==> config.mk <==
export PLATFORM = sky130hd
export DESIGN_NAME = instr_encoder
export DESIGN_NICKNAME = d
export VERILOG_FILES = /design/src/rtl/instr_encoder.sv
export SDC_FILE = /design/constraint.sdc
export NUM_CORES = 1
export LEC_CHECK = 0
export BUFFER_PORTS_ARGS = -buffer_cell sky130_fd_sc_hd__buf_2
export CAP_MARGIN = 0
export CORE_MARGIN = 2
export CORE_UTILIZATION = 53
export DETAILED_ROUTE_END_ITERATION = 12
export HOLD_SLACK_MARGIN = 0.05
export PLACE_DENSITY = 0.8
export SLEW_MARGIN = 0
export SYNTH_ARGS = -nofsm -noshare
export SYNTH_HDL_FRONTEND = slang
export SYNTH_SLANG_ARGS = --single-unit
==> constraint.sdc <==
create_clock -name clk -period 2.9 [get_ports clk]
set_input_delay 0.145 -clock clk [delete_from_list [all_inputs] [get_ports clk]]
set_output_delay 0.145 -clock clk [all_outputs]
set_load 0.1 [all_outputs]
==> src/rtl/instr_encoder.sv <==
// Streaming RV32I encoder: packs operand fields and immediates into machine words,
// expands the LI pseudo-op into ADDI or LUI(+ADDI), and marks illegal requests with NOP_WORD.
module instr_encoder #(
  parameter logic [31:0] NOP_WORD = 32'h0000_0013
) (
  input  logic        clk,
  input  logic        rst_n,
  input  logic        in_valid,
  output logic        in_ready,
  input  logic [2:0]  in_fmt,
  input  logic [6:0]  in_opcode,
  input  logic [4:0]  in_rd,
  input  logic [4:0]  in_rs1,
  input  logic [4:0]  in_rs2,
  input  logic [2:0]  in_funct3,
  input  logic [6:0]  in_funct7,
  input  logic [31:0] in_imm,
  output logic        out_valid,
  input  logic        out_ready,
  output logic [31:0] out_instr,
  output logic        out_err,
  output logic        out_last
);

  typedef enum logic [0:0] {IDLE = 1'b0, HOLD2 = 1'b1} state_t;

  state_t      state_r, state_next_s;
  logic        out_valid_r, out_err_r, out_last_r;
  logic [31:0] out_instr_r, word2_r;
  logic [31:0] enc_word_s, enc_word2_s;
  logic        enc_err_s, enc_last_s, enc_two_s;
  logic [19:0] li_hi_s;
  logic        in_ready_s, accept_s, out_hs_s;

  function automatic logic fits12(input logic [31:0] imm);
    return imm[31:11] == {21{imm[11]}};
  endfunction

  function automatic logic fits13(input logic [31:0] imm);
    return imm[31:12] == {20{imm[12]}};
  endfunction

  function automatic logic fits21(input logic [31:0] imm);
    return imm[31:20] == {12{imm[20]}};
  endfunction

  // Upper part is rounded up when the low 12 bits will be sign-extended negative by ADDI.
  assign li_hi_s    = in_imm[31:12] + {19'd0, in_imm[11]};
  assign in_ready_s = rst_n && (state_r == IDLE) && (!out_valid_r || out_ready);
  assign accept_s   = in_valid && in_ready_s;
  assign out_hs_s   = out_valid_r && out_ready;

  // Encode the presented request into up to two words plus error/last flags.
  always_comb begin
    enc_word_s  = NOP_WORD;
    enc_word2_s = 32'h0000_0000;
    enc_err_s   = 1'b1;
    enc_last_s  = 1'b1;
    enc_two_s   = 1'b0;
    case (in_fmt)
      3'd0: begin
        enc_word_s = {in_funct7, in_rs2, in_rs1, in_funct3, in_rd, in_opcode};
        enc_err_s  = 1'b0;
      end
      3'd1: begin
        if (fits12(in_imm)) begin
          enc_word_s = {in_imm[11:0], in_rs1, in_funct3, in_rd, in_opcode};
          enc_err_s  = 1'b0;
        end else begin
          enc_err_s  = 1'b1;
        end
      end
      3'd2: begin
        if (fits12(in_imm)) begin
          enc_word_s = {in_imm[11:5], in_rs2, in_rs1, in_funct3, in_imm[4:0], in_opcode};
          enc_err_s  = 1'b0;
        end else begin
          enc_err_s  = 1'b1;
        end
      end
      3'd3: begin
        if (fits13(in_imm) && !in_imm[0]) begin
          enc_word_s = {in_imm[12], in_imm[10:5], in_rs2, in_rs1, in_funct3,
                        in_imm[4:1], in_imm[11], in_opcode};
          enc_err_s  = 1'b0;
        end else begin
          enc_err_s  = 1'b1;
        end
      end
      3'd4: begin
        if (in_imm[11:0] == 12'd0) begin
          enc_word_s = {in_imm[31:12], in_rd, in_opcode};
          enc_err_s  = 1'b0;
        end else begin
          enc_err_s  = 1'b1;
        end
      end
      3'd5: begin
        if (fits21(in_imm) && !in_imm[0]) begin
          enc_word_s = {in_imm[20], in_imm[10:1], in_imm[11], in_imm[19:12], in_rd, in_opcode};
          enc_err_s  = 1'b0;
        end else begin
          enc_err_s  = 1'b1;
        end
      end
      3'd6: begin
        enc_err_s = 1'b0;
        if (fits12(in_imm)) begin
          enc_word_s = {in_imm[11:0], 5'd0, 3'b000, in_rd, 7'b0010011};
        end else begin
          enc_word_s = {li_hi_s, in_rd, 7'b0110111};
          if (in_imm[11:0] != 12'd0) begin
            enc_two_s   = 1'b1;
            enc_last_s  = 1'b0;
            enc_word2_s = {in_imm[11:0], in_rd, 3'b000, in_rd, 7'b0010011};
          end else begin
            enc_two_s   = 1'b0;
          end
        end
      end
      default: begin
        enc_word_s = NOP_WORD;
        enc_err_s  = 1'b1;
      end
    endcase
  end

  // Next-state logic: HOLD2 covers the window where the LUI word waits for its handshake.
  always_comb begin
    state_next_s = state_r;
    case (state_r)
      IDLE: begin
        if (accept_s && enc_two_s) begin
          state_next_s = HOLD2;
        end else begin
          state_next_s = IDLE;
        end
      end
      HOLD2: begin
        if (out_hs_s) begin
          state_next_s = IDLE;
        end else begin
          state_next_s = HOLD2;
        end
      end
      default: state_next_s = IDLE;
    endcase
  end

  // State register.
  always_ff @(posedge clk) begin
    if (!rst_n) begin
      state_r <= IDLE;
    end else begin
      state_r <= state_next_s;
    end
  end

  // Output register and buffered second LI word.
  always_ff @(posedge clk) begin
    if (!rst_n) begin
      out_valid_r <= 1'b0;
      out_instr_r <= 32'h0000_0000;
      out_err_r   <= 1'b0;
      out_last_r  <= 1'b0;
      word2_r     <= 32'h0000_0000;
    end else if (accept_s) begin
      out_valid_r <= 1'b1;
      out_instr_r <= enc_word_s;
      out_err_r   <= enc_err_s;
      out_last_r  <= enc_last_s;
      if (enc_two_s) begin
        word2_r <= enc_word2_s;
      end
    end else if (out_hs_s) begin
      if (state_r == HOLD2) begin
        out_instr_r <= word2_r;
        out_err_r   <= 1'b0;
        out_last_r  <= 1'b1;
      end else begin
        out_valid_r <= 1'b0;
      end
    end
  end

  assign in_ready  = in_ready_s;
  assign out_valid = out_valid_r;
  assign out_instr = out_instr_r;
  assign out_err   = out_err_r;
  assign out_last  = out_last_r;

endmodule

==> flow_metrics.py <==
metrics = {
    "outcome": {
        "status": "finished, final reports clean",
    },
    "setup_path": {
        "worstSetupStartpoint": "in_imm[11]",
        "r2r_cells": 6,
        "regToRegSetupSlack_ps": 840,
        "worstSetupEndpointType": "flop",
        "r2r_end": "out_instr[15]",
        "cp.arrival_ps": 2540,
        "path_max_fanout": 9,
        "crit_end": "out_instr[30]",
        "critPathKind": "in2reg",
        "cp.required_ps": 3150,
        "regToRegStartpoint": "out_valid",
        "crit_path_start_kind": "input port",
    },
    "grt": {
        "antenna_found_initial": 0,
        "grt_overflow": 0,
        "grt_util_all_layers_pct": 32.63,
        "grt_pass1_vias": 3841,
        "grt_pass1_wl_mm": 19.38,
        "grt_max_degree": 30,
    },
    "route": {
        "drt_iter0_drc": 389,
        "wirelength_mm": 12.32,
        "drc": 0,
        "wl_per_cell_um": 18.98,
        "vias": 4287,
        "drt_pass1_iterations": 5,
        "viasPerCell": 6.606,
        "antenna_left": 0,
    },
    "synthesis": {
        "yosys.area.top_type_share_pct": 29.66,
        "synth_edf_count": 0,
        "syn_area_um2": 3645,
        "yosys_register_bits": 54,
        "netlist_instances": 476,
        "synthTopCellsByArea": "dfxtp_1 (30%), nand2_1 (6.9%), o21ai_0 (5.4%)",
        "yosys_warnings": 0,
        "avgSynthCellArea_um2": 7.657,
        "synth_top_area_cell": "dfxtp_1",
        "synthFlopType": "dfxtp_1",
        "syn_nets": 550,
        "seq_area_frac_synth_pct": 29.66,
        "synth_cell_types": 65,
        "async_flop_share_pct": 0,
    },
    "timing": {
        "final_hold_viol_count": 0,
        "period_needed_ps": 2287,
        "setup_ws_ps": 612.6,
        "worst_slew_pin_slew_ps": 697.9,
        "skew_ps": 2.818,
        "slew_violations": 0,
        "fmax_mhz": 437.2,
        "finalSetupTns_ps": 0,
        "rsz0062_at_grt": "false",
        "maxSlewHeadroom_pct": 52.86,
        "finalCritPeriodShare_pct": 78.88,
        "setup_viol": 0,
    },
    "hold_path": {
        "min_from": "in_opcode[5]",
        "hold_class": "in2reg",
    },
    "cts": {
        "cts.sinks": 54,
        "tritoncts": "built",
        "cts_buffer_depth": 2,
        "insertion_delay_ps": 320,
        "path_clk_slew_ps": 100,
        "cts_setup_buffers": 0,
        "postCtsHoldBufs": 2,
        "htree_levels": 2,
        "cts_resized": 0,
        "clockRootBuffer": "clkbuf_8",
        "cts_buffers": 5,
    },
    "placed_design": {
        "port_buffers": 106,
        "place_congestion": 0.9693,
        "place_area_um2": 4228,
        "post-place-ws_ps": 335.8,
        "dp_hpwl_mm": 9.070,
    },
    "die": {
        "fp.dieW_um": 86.93,
        "io_pins": 107,
        "fp.dieH_um": 86.93,
        "core_area_um2": 6719,
        "die_area_um2": 7556,
        "rows": 30,
        "initial_utilization_pct": 54.25,
    },
    "power": {
        "power.density_nw_per_um2": 408.9,
        "peakVddDrop_uv": 352.0,
        "p_leak_nw": 1.716,
        "total_power_w": 0.001771,
    },
    "layout": {
        "drive_above_1_share_pct": 24.78,
        "final_util_pct": 64.47,
        "synthToLayoutAreaGrowth_pct": 18.85,
        "diodes": 0,
        "final_area_um2": 4332,
        "nets": 643,
    },
    "job": {
        "cap_violations": 0,
    },
}
==> kinds of logic (layout without fill, tap and decap cells) <==
family	Yosys count	in the layout	share of synthesized area, %
AOI/OAI and AO/OA	161	161	30.62
xor gates and xnor gates	4	4	0.9611
DFF	54	54	29.66
adders and majority gates	3	3	1.030
and+or+nand+nor	195	195	28.22
buffers and inverters	42	135	4.841
muxes	17	17	4.669
==> through the flow <==
stage / cells / hold WS [ps]
after floorplan: 476 / 270.5
after global placement: 640 / 360.9
after detailed placement: 640 / 362.9
after CTS: 649 / 53.95
after global routing: 649 / 60.96
final: 649 / 50.70
==> final cells by class <==
type	instances	area [µm²]
Tap cell	80	100.1
Fill cell	631	2387
Multi-Input combinational cell	380	2392
Clock buffer	5	68.82
Timing Repair Buffer	121	648.1
Clock inverter	2	15.01
Inverter	7	26.28
Sequential cell	54	1081
==> cells in the final DEF, fill, tap and decap left out, types with 3 or more instances in the layout <==
cell type and instances:
or3_1 8, a21oi_1 23, a211oi_1 9, nor2b_1 17
a31o_1 4, a221oi_1 5, a221o_1 3, nand2_1 67
buf_4 13, inv_1 7, nand4_1 9, nor3_1 8
nor4_1 9, o221ai_1 8, a22o_1 3, clkbuf_8 5
or4_1 6, mux2i_1 17, dfxtp_1 54, o21ai_0 39
ha_1 3, nand2b_1 5, nand3_1 12, nor2_1 27
o211ai_1 17, o21ai_1 7, buf_2 106, a31oi_1 19
xor2_1 4, and3_1 7
==> how the worst min path moves through the flow <==
stage          cells past startpoint      endpoint
2_1_floorplan                      1  out_instr[3]
3_3_place_gp                       2  out_instr[6]
3_5_place_dp                       2  out_instr[6]
4_1_cts                            2  out_instr[5]
5_1_grt                            2  out_instr[5]
6_report                           2  out_instr[5]
==> Yosys cell counts, types with 3 or more instances <==
cell type	n
nand2_1	67
dfxtp_1	54
o21ai_0	39
clkbuf_1	27
nor2_1	27
a21oi_1	23
a31oi_1	19
mux2i_1	17
nor2b_1	17
o211ai_1	17
nand3_1	12
a211oi_1	9
nand4_1	9
nor3_1	9
nor4_1	9
o221ai_1	8
or3_1	8
and3_1	7
inv_1	7
o21ai_1	7
buf_2	6
or4_1	6
a221oi_1	5
nand2b_1	5
a31o_1	4
xor2_1	4
a221o_1	3
a22o_1	3
ha_1	3
==> power breakdown <==
group / internal (W) / switching (W)
Combinational: 0.000137 / 0.000413
Sequential: 0.000773 / 0.0000187
Clock: 0.000166 / 0.000264
Total: 0.00108 / 0.000696
==> metal layers <==
layer / GRT usage, % / share of wire (%) / wire (µm)
met5: 0 / 0 / 0
met1: 43.54 / 44 / 5366
met3: 4.265 / 7.3 / 900
met4: 14.06 / 3.8 / 474
met2: 52.81 / 45 / 5576
==> registers in the layout, indices dropped and copies added, names as in the netlist <==
register   cells
out_last       1
out_err        1
out_valid      1
out_instr     32
state_r        1
word2_r       18
==> critical path: stages <==
cell	delay [ps]
buf_2	220
ha_1	240
ha_1	230
nand3_1	140
or3_1	490
or4_1	510
a211oi_1	260
a21oi_1	120
a31oi_1	170
No activity file was read; power rests on OpenSTA's default activity.
